==> src/rtl/auth_req_dispatcher_pkg.sv <==
// Shared constants, state/select encodings and the ERROR header builder for the
// USB Type-C authentication request dispatcher.
package auth_req_dispatcher_pkg;

    localparam int MSG_LEN             = 64;
    localparam int HDR_W               = 32;
    localparam int PL_W                = MSG_LEN - HDR_W;
    localparam int SIZE_OF_HEADER_VARS = 8;

    localparam logic [7:0] PROTOCOL_VERSION = 8'h01;
    localparam logic [7:0] GET_DIGESTS      = 8'h81;
    localparam logic [7:0] GET_CERTIFICATE  = 8'h82;
    localparam logic [7:0] CHALLENGE        = 8'h83;
    localparam logic [7:0] ERROR_RESP       = 8'h7F;

    localparam logic [7:0] ERR_INVALID_REQUEST = 8'h01;
    localparam logic [7:0] ERR_UNSUPPORTED     = 8'h02;
    localparam logic [7:0] ERR_UNSPECIFIED     = 8'h04;

    typedef enum logic [1:0] {
        ST_IDLE   = 2'd0,
        ST_DECODE = 2'd1,
        ST_WAIT   = 2'd2,
        ST_RESP   = 2'd3
    } state_t;

    typedef enum logic [1:0] {
        SEL_NONE      = 2'd0,
        SEL_DIGESTS   = 2'd1,
        SEL_CERT      = 2'd2,
        SEL_CHALLENGE = 2'd3
    } sel_t;

    function automatic logic [HDR_W-1:0] error_header(input logic [7:0] code);
        return {PROTOCOL_VERSION, ERROR_RESP, code, 8'h00};
    endfunction

endpackage

==> src/rtl/auth_req_dispatcher_timer.sv <==
// WAIT-state timeout counter: cleared on entry, counts enabled cycles and
// flags expiry once TIMEOUT_CYCLES cycles have elapsed.
module auth_timeout_timer #(
    parameter int TIMEOUT_CYCLES = 16
) (
    input  logic clk,
    input  logic reset_L,
    input  logic clear,
    input  logic count_en,
    output logic expired
);

    logic [7:0] count;

    // Expiry is taken from the registered count, so the FSM reacts one edge later.
    assign expired = (count >= 8'(TIMEOUT_CYCLES));

    always_ff @(posedge clk or negedge reset_L) begin
        if (!reset_L) begin
            count <= 8'h00;
        end else if (clear) begin
            count <= 8'h00;
        end else if (count_en && !expired) begin
            count <= count + 8'h01;
        end
    end

endmodule

==> src/rtl/auth_req_dispatcher.sv <==
// Accepts one authentication request, enables one answer block, waits for its
// Ack/Error or a timeout, and holds the response until the transmit side takes it.
module auth_req_dispatcher
    import auth_req_dispatcher_pkg::*;
#(
    parameter int TIMEOUT_CYCLES = 16
) (
    input  logic                           clk,
    input  logic                           reset_L,
    input  logic                           msg_valid,
    output logic                           msg_ready,
    input  logic [MSG_LEN-1:0]             auth_msg_in,
    output logic [MSG_LEN-1:0]             auth_msg_resp_out,
    output logic [SIZE_OF_HEADER_VARS-1:0] param1_out,
    output logic                           en_digests,
    output logic                           en_cert,
    output logic                           en_challenge,
    input  logic                           ack_digests,
    input  logic                           ack_cert,
    input  logic                           ack_challenge,
    input  logic                           err_digests,
    input  logic                           err_cert,
    input  logic                           err_challenge,
    input  logic [HDR_W-1:0]               hdr_digests,
    input  logic [HDR_W-1:0]               hdr_cert,
    input  logic [HDR_W-1:0]               hdr_challenge,
    input  logic [PL_W-1:0]                pl_digests,
    input  logic [PL_W-1:0]                pl_cert,
    input  logic [PL_W-1:0]                pl_challenge,
    output logic                           resp_valid,
    input  logic                           resp_ready,
    output logic [HDR_W-1:0]               resp_header,
    output logic [PL_W-1:0]                resp_payload,
    output logic                           busy,
    output state_t                         fsm_state
);

    // Handshakes: a transfer happens on a posedge where valid && ready; the
    // source holds data stable while valid is high and ready is low.

    state_t                   state_q, state_d;
    sel_t                     sel_q, sel_d;
    logic [7:0]               err_code_q, err_code_d;
    logic [MSG_LEN-1:0]       msg_q, msg_d;
    logic [7:0]               param1_q, param1_d;
    logic [HDR_W-1:0]         hdr_q, hdr_d;
    logic [PL_W-1:0]          pl_q, pl_d;
    logic                     tmr_clear, tmr_count, tmr_expired;
    logic                     sel_ack, sel_err;
    logic [HDR_W-1:0]         sel_hdr;
    logic [PL_W-1:0]          sel_pl;

    auth_timeout_timer #(.TIMEOUT_CYCLES(TIMEOUT_CYCLES)) u_timer (
        .clk      (clk),
        .reset_L  (reset_L),
        .clear    (tmr_clear),
        .count_en (tmr_count),
        .expired  (tmr_expired)
    );

    assign msg_ready         = (state_q == ST_IDLE);
    assign busy              = (state_q != ST_IDLE);
    assign resp_valid        = (state_q == ST_RESP);
    assign fsm_state         = state_q;
    assign auth_msg_resp_out = msg_q;
    assign param1_out        = param1_q;
    assign resp_header       = hdr_q;
    assign resp_payload      = pl_q;
    assign en_digests        = (sel_q == SEL_DIGESTS);
    assign en_cert           = (sel_q == SEL_CERT);
    assign en_challenge      = (sel_q == SEL_CHALLENGE);

    always_comb begin
        sel_ack = 1'b0;
        sel_err = 1'b0;
        sel_hdr = '0;
        sel_pl  = '0;
        case (sel_q)
            SEL_DIGESTS:   begin sel_ack = ack_digests;   sel_err = err_digests;   sel_hdr = hdr_digests;   sel_pl = pl_digests;   end
            SEL_CERT:      begin sel_ack = ack_cert;      sel_err = err_cert;      sel_hdr = hdr_cert;      sel_pl = pl_cert;      end
            SEL_CHALLENGE: begin sel_ack = ack_challenge; sel_err = err_challenge; sel_hdr = hdr_challenge; sel_pl = pl_challenge; end
            default:       ;
        endcase
    end

    always_comb begin
        state_d    = state_q;
        sel_d      = sel_q;
        err_code_d = err_code_q;
        msg_d      = msg_q;
        param1_d   = param1_q;
        hdr_d      = hdr_q;
        pl_d       = pl_q;
        tmr_clear  = 1'b0;
        tmr_count  = 1'b0;
        case (state_q)
            ST_IDLE: begin
                if (msg_valid) begin
                    msg_d    = auth_msg_in;
                    param1_d = auth_msg_in[MSG_LEN-17 -: 8];
                    state_d  = ST_DECODE;
                end
            end
            ST_DECODE: begin
                // Rejected requests still pass through WAIT (no enable) so the
                // error response appears two edges after acceptance.
                tmr_clear  = 1'b1;
                err_code_d = 8'h00;
                state_d    = ST_WAIT;
                if (msg_q[MSG_LEN-1 -: 8] != PROTOCOL_VERSION) begin
                    err_code_d = ERR_UNSUPPORTED;
                end else begin
                    case (msg_q[MSG_LEN-9 -: 8])
                        GET_DIGESTS:     sel_d = SEL_DIGESTS;
                        GET_CERTIFICATE: sel_d = SEL_CERT;
                        CHALLENGE:       sel_d = SEL_CHALLENGE;
                        default:         err_code_d = ERR_INVALID_REQUEST;
                    endcase
                end
            end
            ST_WAIT: begin
                if (err_code_q != 8'h00) begin
                    hdr_d   = error_header(err_code_q);
                    pl_d    = '0;
                    state_d = ST_RESP;
                end else if (sel_err) begin
                    hdr_d   = error_header(ERR_INVALID_REQUEST);
                    pl_d    = '0;
                    sel_d   = SEL_NONE;
                    state_d = ST_RESP;
                end else if (sel_ack) begin
                    hdr_d   = sel_hdr;
                    pl_d    = sel_pl;
                    sel_d   = SEL_NONE;
                    state_d = ST_RESP;
                end else if (tmr_expired) begin
                    hdr_d   = error_header(ERR_UNSPECIFIED);
                    pl_d    = '0;
                    sel_d   = SEL_NONE;
                    state_d = ST_RESP;
                end else begin
                    tmr_count = 1'b1;
                end
            end
            ST_RESP: begin
                if (resp_ready) begin
                    state_d = ST_IDLE;
                end
            end
            default: state_d = ST_IDLE;
        endcase
    end

    always_ff @(posedge clk or negedge reset_L) begin
        if (!reset_L) begin
            state_q    <= ST_IDLE;
            sel_q      <= SEL_NONE;
            err_code_q <= 8'h00;
            msg_q      <= '0;
            param1_q   <= 8'h00;
            hdr_q      <= '0;
            pl_q       <= '0;
        end else begin
            state_q    <= state_d;
            sel_q      <= sel_d;
            err_code_q <= err_code_d;
            msg_q      <= msg_d;
            param1_q   <= param1_d;
            hdr_q      <= hdr_d;
            pl_q       <= pl_d;
        end
    end

endmodule

==> config.mk <==
export PLATFORM = sky130hd
export DESIGN_NAME = auth_req_dispatcher
export DESIGN_NICKNAME = d
export VERILOG_FILES = /design/src/rtl/auth_req_dispatcher_pkg.sv /design/src/rtl/auth_req_dispatcher_timer.sv /design/src/rtl/auth_req_dispatcher.sv
export SDC_FILE = /design/constraint.sdc
export NUM_CORES = 1
export LEC_CHECK = 0
export ABC_AREA = 0
export BUFFER_PORTS_ARGS = -buffer_cell sky130_fd_sc_hd__clkbuf_2
export CORE_AREA = 2 2 161 163
export CTS_BUF_LIST = sky130_fd_sc_hd__clkbuf_4 sky130_fd_sc_hd__clkbuf_8
export CTS_CLUSTER_DIAMETER = 80
export DETAILED_ROUTE_END_ITERATION = 6
export DIE_AREA = 0 0 163 165
export GPL_TIMING_DRIVEN = 0
export PLACE_DENSITY = 0.59
export SYNTH_ARGS = -nofsm -noshare
export SYNTH_HDL_FRONTEND = slang
export SYNTH_HIERARCHICAL = 1
export SYNTH_SLANG_ARGS = --single-unit
==> constraint.sdc <==
create_clock -name clk -period 5.3 [get_ports clk]
set_clock_uncertainty 0.05 [all_clocks]
set_input_delay 1.06 -clock clk [delete_from_list [all_inputs] [get_ports clk]]
set_output_delay 1.06 -clock clk [all_outputs]
set_load 0.1 [all_outputs]
* Word level (Yosys, flattened, before mapping)
Index checks and enable logic that the tools add are counted.
** Word-level totals
- Register bits :: 156
- Output and inout port bits :: 144
- Bits of input ports :: 266
- Word-level logic and storage cells :: 76
** Cells by class
- Add/sub/neg operators :: 1
- Muxes and demuxes :: 36
- $lt $le $gt $ge :: 1
- Reductions and logical operators :: 13
- Equality and inequality tests :: 17
** Operators by type and width (number)
- 2-to-1 mux 32 bit :: 8
- case mux 32 bit (3 select lines) :: 2
- == test 8 bit, second input constant :: 3
- 2-to-1 mux 2 bit :: 12
- 2-to-1 mux 8 bit :: 2
- adder 8 x 1 -> 8 bit, second input constant :: 1
- == test 2 bit, second input constant :: 4
- greater-or-equal comparator 8 x 5 -> 1 bit, second input constant :: 1
- inequality test 8 x 1 -> 1 bit, second input constant :: 1
- case mux 2 bit (4 select lines) :: 1
- nonzero test 8 bit :: 1
- 2-to-1 mux 1 bit :: 7
- inequality test 2 bit, second input constant :: 3
- case mux 1 bit (3 select lines) :: 2
- case mux 2 bit (3 select lines) :: 1
- nonzero test 2 bit :: 3
- inequality test 5 x 4 -> 1 bit, second input constant :: 1
- AND reduction 5 bit :: 1
- == test 2 x 1 -> 1 bit, second input constant :: 2
- inequality test 4 x 3 -> 1 bit, second input constant :: 1
- inequality test 4 bit, second input constant :: 1
- case mux 2 bit (2 select lines) :: 1
- AND reduction 2 bit :: 2
- nonzero test 4 bit :: 1
- 6 further kinds :: 6

* Depth between registers and ports, before layout
Gate-level depths: netlist of the first run.
- Depth after elaboration :: 9
- Mapped depth :: 8
- Mapped depth without buffers :: 7

* By module
Netlist of the first run, hierarchy kept.
** By module, submodules not included
- auth_req_dispatcher :: cells each 616, area an instance 6610.1 µm², instances 1
- auth_timeout_timer :: cells each 35, area an instance 382.9 µm², instances 1

* Worst setup path after synthesis of the first run
No wires, ideal clock.
- Path kind :: reg2out
- From :: reg state_q[0] (netlist: fsm_state[0])
- To :: out busy
- Setup slack :: 1.672 ns
- Arrival time :: 2.518 ns
- Required time :: 4.190 ns
- Cell stages (with the launch flop) :: 4
- Path through :: dfrtp_1 > inv_1 > ha_1 > inv_1
** Between the ends
- Word-level cells in the longest chain between the ends :: 1
** Ends and longest elaborated chain
- start, declared :: RTL line auth_req_dispatcher.sv:41 : state_t state_q, state_d;
- start signal, assigned :: RTL line auth_req_dispatcher.sv:164 : state_q <= state_d;
- nonzero test 2 bit :: RTL line auth_req_dispatcher.sv:62 : assign busy = (state_q != ST_IDLE);
- end, declared :: RTL line auth_req_dispatcher.sv:34 : output logic busy,
Every way passes these cells.

* Worst setup path after layout of the first run
- From :: reg sel_q[0]
- To :: out en_digests
** Between the ends
- Word-level cells in the longest chain between the ends :: 1
** Ends and longest elaborated chain
- start, declared :: RTL line auth_req_dispatcher.sv:42 : sel_t sel_q, sel_d;
- start signal, assigned :: RTL line auth_req_dispatcher.sv:165 : sel_q <= sel_d;
- == test 2 x 1 -> 1 bit :: RTL line auth_req_dispatcher.sv:69 : assign en_digests = (sel_q == SEL_DIGESTS);
- end, declared :: RTL line auth_req_dispatcher.sv:15 : output logic en_digests,
Every way passes these cells.

==> results of run 1 <==
-- flip-flops by register name (all words and copies together), names as in the netlist --
register           count
u_timer/count          8
fsm_state              2
sel_q                  2
err_code_q             2
resp_header           32
resp_payload          32
auth_msg_resp_out     64
-- worst paths after layout --
kind	startpoint	end	slack [ns]	cells after the start
worst max register to register	u_timer/count[6]	u_timer/count[3]	2.41	6
worst min-delay path	resp_header[5]	resp_header[5]	0.43	2
min in group asynchronous	reset_L	resp_header[1]	0.55	1
worst max-delay path	sel_q[0]	en_digests	1.38	6
max in group asynchronous	reset_L	auth_msg_resp_out[49]	3.87	2
worst min register to register	resp_header[5]	resp_header[5]	0.43	2
-- power by group through the flow --
stage          Clock, W  Combinational, W  Sequential, W
2_1_floorplan         0           0.00135        0.00376
3_3_place_gp          0           0.00437        0.00160
3_5_place_dp          0           0.00439        0.00162
4_1_cts        0.000963           0.00439        0.00160
5_1_grt         0.00101           0.00454        0.00164
6_report       0.000917           0.00435        0.00160
-- through the flow --
step	cells	setup slack, ns
floorplan	651	1.672
global route	1423	1.099
detailed placement	1391	1.795
finish	1423	1.380
CTS	1423	1.274
global placement	1390	0.5871
-- tightest hold or removal path, cell delays in order (launching register included) --
cell and delay [ns]:
dfrtp_1 0.35, nand2_1 0.05, o31ai_1 0.05
-- cells by family after synthesis --
group                    share of synthesized area (%)
buffers and inverters                            4.402
adder cells (fa/ha/maj)                          1.074
AO/OA/AOI/OAI                                    14.10
multiplexers                                     20.38
flip-flops                                       50.81
AND/OR/NAND/NOR                                  9.233
-- final cells by class --
| type | instances | area share (%) |
|---|---|---|
| plain buffers | 57 | 2.729 |
| clock buffers | 18 | 2.502 |
| inverters | 10 | 0.3791 |
| clock inverters | 14 | 1.668 |
| well taps | 330 | 4.170 |
| repair buffers | 410 | 21.04 |
| multi-input cells | 442 | 31.63 |
| flip-flops and latches | 142 | 35.89 |
-- synth_stat cells, drive strengths merged --
| master | instances | area, um^2 |
|---|---|---|
| o21ba | 1 | 10.01 |
| o211ai | 2 | 15.01 |
| and3 | 2 | 13.77 |
| o2bb2ai | 2 | 23.77 |
| a21o | 3 | 22.52 |
| buf | 28 | 161.4 |
| dfrtp | 142 | 3553 |
| and2 | 1 | 6.260 |
| o22ai | 2 | 12.51 |
| ha | 6 | 75.07 |
| a31oi | 1 | 6.260 |
| or3 | 1 | 6.260 |
| nand4 | 1 | 6.260 |
| nand2 | 64 | 240.2 |
| nand3 | 5 | 25.02 |
| o21ai | 14 | 70.06 |
| clkbuf | 29 | 108.9 |
| nand2b | 1 | 6.260 |
| nor2b | 7 | 43.79 |
| a211oi | 1 | 7.510 |
| nand3b | 1 | 7.510 |
| nor2 | 63 | 236.5 |
| nor3 | 1 | 5.000 |
| o32a | 1 | 10.01 |
| nor4b | 1 | 8.760 |
| inv | 10 | 37.54 |
| o211a | 1 | 10.01 |
| o31a | 1 | 8.760 |
| mux2 | 75 | 844.6 |
| a21oi | 60 | 300.3 |
| a221oi | 8 | 70.07 |
| o31ai | 54 | 419.2 |
| mux2i | 58 | 580.6 |
| nor4 | 4 | 40.04 |
-- routing by layer --
metal	share of wire, %	track usage [%]
met5	0	0
met4	1.4	4.867
met3	8.7	6.027
met2	51	32.53
met1	39	19.93
==> out/summary.txt, run 1 <==
Status = finished, final reports clean
CTS Root Cell = clkbuf_8
Share of total power in combinational logic = 63.4%
# nets final = 1,352
Die Wd = 163 um
Cells after synthesis = 651
WL final = 24,780 um
DRT antenna net count = 0
Post-route cell area = 9902 um^2
Crit path cell chain = buf_2 -> inv_2 -> clkbuf_1 -> buf_1 -> nor2_1 -> clkbuf_2
Fraction of layout cells with a size suffix above 1 = 49.95%
Post-CTS Setup Inserts = 0
# hold bufs at CTS = 0
Worst Hold Slack = 0.4320 ns
Post-Syn Area = 6993 um^2
Most frequent cells in the layout = clkbuf_2, dfrtp_1, mux2_2
Antenna Cells = 0
PnR Total Power = 0.006865 W
H-tree Lvls = 4
Iteration count of the initial detailed-routing pass = 4
Initial antenna violation count = 0
Data required, critical path = 4.19 ns
Ys Warns = 6
P_sw = 0.004237 W
Grt ovf = 0
FILL cells = 2,618
DR vias/cell = 4.644
Most common cell after layout, fill and taps aside = clkbuf_2
Fin. Hold Viols = 0
Core area = 25,040 um^2
CTS tree = built
CP arrival = 2.81 ns
Skew-Pair Late Insertion Delay = 0.44 ns
Cell area power density = 693.3 nW/um^2
Sum of negative setup slack = 0 ns
Slew Viols, Final = 0
Seq cells post-synth = 142
CTS clock-pin slew for the worst setup and hold paths = 0.09 ns
Cts repair resizes = 0
VDD IR max = 0.8338 mV
Crit share post-route = 73.96%
# rows = 58
First-pass GRT wire length = 36,400 um
Placer Congestion = 0.7624
Footprint of the multi-input gates = 3132 um^2
Critical path capture point type = primary output
Placed Area = 9489 um^2
Crit path max fanout = 10
CP bufs+invs = 5
Die ar. = 26,900 um^2
Reg power frac = 23.3%
Hpwl dp = 19,670 um
DR WL/cell = 17.41 um
Vias = 6,608
Sequential Area = 3553 um^2
Max stage delay on crit path = 0.53 ns
Finish-stage setup viols = 0
Netlist cell types = 43
Slew at the pin with the worst max-slew slack = 1.164 ns
Largest net degree at the start of global routing = 75
Finished Core Util = 39.55%
Lkg Pwr = 4.907 nW
Sw Share = 61.72%
MaxCap Viol Count = 0
FMAX = 255.1 MHz
Clock power share = 13.4%
GRT Overall Usage = 17.88%
Drt drc = 0
Clk buf depth = 2
Synthesized net count = 923
Crit-path leading delay family = buffers and inverters
I/O Pins = 410
RSZ-0062 raised after global routing = false
Post-layout min period = 3.920 ns
CTS sink count = 142
Starting Density = 27.93%
P&R area growth vs syn = 41.60%
Setup crit start kind = flip-flop
Int Power = 0.002628 W
Avg Cell Area, Syn = 10.74 um^2
First DRT Iteration DRCs = 181
Critical-path top delay cell = clkbuf_1
Worst Hold Class = flip-flop to flip-flop
CTS Buf Count = 17
Port bufs = 409
Share of the yosys chip area belonging to registers = 50.81%
Kind of critical path = flip-flop to primary output
Chip Height = 165 um
Vias in the first global route = 6,639
Slew headroom = 21.69%
Note: power is estimated with default switching activity, not from simulation.
==> inputs of run 2 (changes only) <==
- ABC_AREA: 0 -> 1
- CORE_AREA: 2 2 161 163 -> 2 2 159 161
- DIE_AREA: 0 0 163 165 -> 0 0 161 163
- PLACE_DENSITY: 0.59 -> 0.63
- clock period: 5.3 -> 3.6 ns (I/O delays scaled with it)
==> run 2 against run 1 <==
  * Critical path depth fell by 2
  * Flip-flop and latch count did not move
  * Highest routed layer unchanged
  * Wire length rose by 4.2%
  * Worst setup slack got worse by 1.1 ns
  * First-iteration DRC count rose to 2.7 times the previous value
  * Non-clock buffer count rose by 4
  * Synthesized cell count rose by 34%
  * Design area rose by 1.5%
  * Final cell count rose by 16%
  * Global-route usage rose by 1.5 points
  * Area after synthesis rose by 2.7%
  * Count of clock-buffer cells in the layout fell by 1
==> out/summary.txt, run 2 <==
DR WL/cell = 15.70 um
Post-Syn Area = 7183 um^2
Largest net degree at the start of global routing = 81
CTS tree = built
Seq cells post-synth = 142
RSZ-0062 raised after global routing = false
Most instantiated library cell after synthesis = nand2_1
MaxCap Viol Count = 0
Vias = 7,492
Die Wd = 161 um
First DRT Iteration DRCs = 482
Iteration count of the initial detailed-routing pass = 5
Area leader, netlist = dfrtp_1
Drt drc = 0
DRT antenna net count = 0
Crit path max fanout = 10
Post-CTS Setup Inserts = 0
Fin. Hold Viols = 0
Synthesized net count = 1,143
Port bufs = 409
Top_reg_cell synth = dfrtp_1
Data required, critical path = 2.83 ns
Status = finished, final reports clean
Share of the yosys chip area belonging to registers = 49.47%
CTS Buf Count = 17
Cells after synthesis = 871
Placed Area = 9679 um^2
First-pass GRT wire length = 39,440 um
Most frequent cells in the layout = clkbuf_2, nand2_1, dfrtp_1
Largest register FFs = 64
Netlist cell types = 23
Most common cell after layout, fill and taps aside = clkbuf_2
Worst Hold Class = primary input to async pin
# rows = 58
DR vias/cell = 4.557
CTS sink count = 142
FILL cells = 2,576
Initial antenna violation count = 1
Vias in the first global route = 7,289
CP arrival = 2.53 ns
Crit path cell chain = buf_4 -> nor2_2 -> buf_4 -> clkbuf_2
Die ar. = 26,240 um^2
Crit-path leading delay family = buffers and inverters
Post-layout min period = 3.304 ns
Slew headroom = 37.80%
I/O Pins = 410
Post-route cell area = 10,050 um^2
Hpwl dp = 20,350 um
WL final = 25,810 um
Crit path top cell by count = buf_4
Cts repair resizes = 0
Max stage delay on crit path = 0.72 ns
Synth top area cells = dfrtp_1, nand2_1, nand3_1, mux2_2, o21ai_0
Final WS setup = 0.2962 ns
Core area = 24,670 um^2
Avg Cell Area, Syn = 8.247 um^2
Post-synth EDFFs = 0
Crit share post-route = 91.77%
Fraction of layout cells with a size suffix above 1 = 41.13%
Critical-path top delay cell = nor2_2
Slew Viols, Final = 0
Critical path capture point type = primary output
Setup crit start kind = flip-flop
Starting Density = 29.11%
Most frequent cells after synthesis = nand2_1, dfrtp_1, nand3_1
# hold bufs at CTS = 0
P&R area growth vs syn = 39.85%
Clk buf depth = 2
Skew-Pair Late Insertion Delay = 0.45 ns
CTS Root Cell = clkbuf_8
FMAX = 302.7 MHz
H-tree Lvls = 4
Ys Warns = 6
# nets final = 1,572
Place WS = 0.8003 ns
Slew at the pin with the worst max-slew slack = 0.9320 ns
GRT Overall Usage = 19.36%
Chip Height = 163 um
CTS clock-pin slew for the worst setup and hold paths = 0.10 ns
Ys async rst share = 100.0%
Finish-stage setup viols = 0
CP bufs+invs = 3
Kind of critical path = flip-flop to primary output
Grt ovf = 0
Top-area cell type share of the netlist area = 49.47%
Placer Congestion = 0.8695
==> run 2: cell count changes in the layout (fill, tap and decap cells not counted), moves of 24 or more <==
cell     change
mux2i_1     -58
inv_1       +28
nor2_1      -26
nand3_1    +133
mux2_2      -24
o21ai_1     +27
nand2_1    +235
o21ai_0     +25
o31ai_1     -53
a21oi_1     -44
==> run 2: routing by layer <==
metal / part of all wire [%] / up-vias / global-route usage (%)
li1: - / 3695 / -
met1: 44 / 3531 / 25.27
met2: 49 / 242 / 32.48
met3: 5.4 / 24 / 3.972
met4: 1.6 / 0 / 5.844
met5: 0 / - / 0
==> run 2: kinds of logic (layout without fill, tap and decap cells) <==
logic type,count (synthesis),after routing,synth area share [%]
fa+ha+maj,6,6,1.045
flops,142,142,49.47
mux,50,50,7.838
simple gates,490,490,28.71
buf+inv,100,542,7.142
other cells,0,1,0
compound gates,83,83,5.800
==> run 2: per-stage QoR <==
| step | util, % | cells | TNS, ns | hold WS [ns] |
|---|---|---|---|---|
| after floorplan | - | 871 | 0 | 0.3744 |
| after global placement | 39.08 | 1610 | -102.45 | 0.4135 |
| after detailed placement | 39.23 | 1611 | 0 | 0.4157 |
| after CTS | 40.70 | 1643 | 0 | 0.1766 |
| after global routing | 40.72 | 1644 | 0 | 0.1914 |
| final | 40.72 | 1644 | 0 | 0.1992 |
==> run 2: final timing paths <==
check | slack, ns | cells past startpoint | from | to
worst max register to register | 1.33 | 7 | fsm_state[0] | auth_msg_resp_out[62]
min in group clk | 0.43 | 2 | resp_header[8] | resp_header[8]
worst min-delay path | 0.20 | 1 | reset_L | resp_payload[21]
worst min register to register | 0.43 | 2 | resp_header[8] | resp_header[8]
max in group asynchronous | 2.50 | 2 | reset_L | auth_msg_resp_out[39]
worst max-delay path | 0.30 | 4 | sel_q[1] | en_digests
==> run 2: final cells by class <==
cell class	instances	area, um^2	area share [%]
diodes	1	2.502	0.02491
plain buffers	61	366.6	3.649
clock buffers	17	234.0	2.329
clock inverters	15	130.1	1.295
inverters	39	146.4	1.457
multi-input cells	629	3117	31.02
flip-flops and latches	142	3553	35.37
well taps	330	412.9	4.110
repair buffers	410	2083	20.74
Power of run 2 is left out: the tool's default activity adds up to more than one toggle a clock period on the data nets, which glitch-free logic cannot reach.
==> inputs of run 3 (changes only) <==
- BUFFER_PORTS_ARGS: -buffer_cell sky130_fd_sc_hd__clkbuf_2 -> -buffer_cell sky130_fd_sc_hd__buf_2
==> run 3 against run 2 <==
  * Final cell count is essentially flat
  * Worst setup slack got worse by 0.039 ns
  * Fmax is 1.2% lower
  * Utilization about the same
  * Die area unchanged
  * Critical path depth is 1 higher
  * Flip-flop and latch count stayed put
  * Via count is 0.79% higher
  * Design area about the same
  * Count of clock-buffer cells in the layout unchanged
  * Critical path type unchanged
  * Critical endpoint unchanged
  * Largest cell class unchanged
==> out/summary.txt, run 3 (same netlist as run 2, synthesis figures left out) <==
Slew Viols, Final = 0
Crit path cell chain = buf_4 -> inv_2 -> nor2_2 -> buf_4 -> buf_2
Finish-stage setup viols = 0
I/O Pins = 410
Vias = 7,551
Skew-Pair Late Insertion Delay = 0.44 ns
Max stage delay on crit path = 0.76 ns
Crit path max fanout = 10
CTS Root Cell = clkbuf_8
# rows = 58
DRT antenna net count = 0
Antenna Cells = 0
Initial antenna violation count = 0
Final instance count without filler cells = 1,643
# nets final = 1,572
DR vias/cell = 4.596
CTS Buf Count = 17
Most frequent cells in the layout = buf_2, nand2_1, dfrtp_1
Data required, critical path = 2.83 ns
Largest net degree at the start of global routing = 80
Port bufs = 409
Placer Congestion = 0.8596
Hpwl dp = 20,170 um
GRT Overall Usage = 19.32%
Fraction of layout cells with a size suffix above 1 = 41.13%
FMAX = 299.1 MHz
Critical path capture point type = primary output
# hold bufs at CTS = 0
Core area = 24,670 um^2
Status = finished, final reports clean
Slew headroom = 32.61%
Slew at the pin with the worst max-slew slack = 1.010 ns
Post-layout min period = 3.343 ns
Sequential Area = 3553 um^2
CTS clock-pin slew for the worst setup and hold paths = 0.10 ns
Vias in the first global route = 7,280
Grt ovf = 0
Fin. Hold Viols = 0
First DRT Iteration DRCs = 413
Die Wd = 161 um
CTS tree = built
Worst Hold Class = primary input to async pin
CP bufs+invs = 4
Most common cell after layout, fill and taps aside = buf_2
Setup crit start kind = flip-flop
Die ar. = 26,240 um^2
WL final = 25,940 um
Chip Height = 163 um
MaxCap Viol Count = 0
First-pass GRT wire length = 39,520 um
Post-CTS Setup Inserts = 0
R2R Setup Slk = 1.32 ns
Critical-path top delay cell = nor2_2
P&R area growth vs syn = 39.73%
Crit share post-route = 92.86%
Iteration count of the initial detailed-routing pass = 5
Drt drc = 0
DR WL/cell = 15.79 um
Largest register FFs = 64
Clk buf depth = 2
FILL cells = 2,592
Crit path top cell by count = buf_4
Crit-path leading delay family = buffers and inverters
Cells after DPL = 1,611
CP arrival = 2.57 ns
RSZ-0062 raised after global routing = false
CTS sink count = 142
Kind of critical path = flip-flop to primary output
Cts repair resizes = 0
Footprint of the multi-input gates = 3117 um^2
H-tree Lvls = 4
Starting Density = 29.11%
[run 3: cell count changes in the layout (fill, tap and decap cells not counted)]
| cell | previous run | this run |
|---|---|---|
| diode_2 | 1 | 0 |
| clkbuf_8 | 18 | 17 |
| inv_8 | 1 | 3 |
| clkinvlp_4 | 3 | 1 |
| buf_2 | 11 | 419 |
| clkinv_2 | 2 | 3 |
| clkbuf_2 | 408 | 0 |
| clkinv_8 | 1 | 0 |
| buf_6 | 9 | 10 |
[run 3: worst register-to-register path: stages, from the launching register on]
cell      delay (ns)
dfrtp_1         0.34
buf_4           0.17
inv_2           0.08
nor2_4          0.38
clkbuf_1        0.56
nand2_1         0.22
nand3_1         0.14
nand3_1         0.08
o21ai_0         0.17
[run 3: final timing paths]
kind,to,cells past startpoint,start
max,en_digests,5,sel_q[0]
min,resp_payload[13],1,reset_L
max reg2reg,resp_payload[15],8,sel_q[1]
min reg2reg,resp_payload[28],2,resp_payload[28]
max in group asynchronous,auth_msg_resp_out[42],2,reset_L
min in group clk,resp_payload[28],2,resp_payload[28]
[run 3: per-layer routing]
layer  share of wire [%]  up-vias  track usage [%]  routed length (um)
met5                   0        -                0                   0
met4                 1.8        0            5.925                 473
met3                 6.2       32            4.074                1600
met2                  48      270            32.27               12560
met1                  44     3553            25.23               11310
li1                    -     3696                -                   -
[run 3: per-stage QoR]
step	utilization (%)	hold slack (ns)	worst slack [ns]	setup TNS, ns	area, um^2
final	40.68	0.1946	0.2569	0	10040
after global routing	40.68	0.2142	0.1669	0	10040
after CTS	40.68	0.1994	0.2612	0	10040
after detailed placement	39.22	0.4175	0.7697	0	9677
after global placement	39.08	0.4089	-0.3754	-50.80	9643
after floorplan	-	0.3744	0.3110	0	7183
[run 3: cell type report]
type                    instances  share of cell area [%]
plain buffers                  61                   3.652
clock buffers                  17                   2.331
clock inverters                15                   1.259
inverters                      39                   1.458
multi-input cells             629                   31.05
flip-flops and latches        142                   35.40
well taps                     330                   4.114
repair buffers                410                   20.73
Power of run 3 is left out for the same reason.
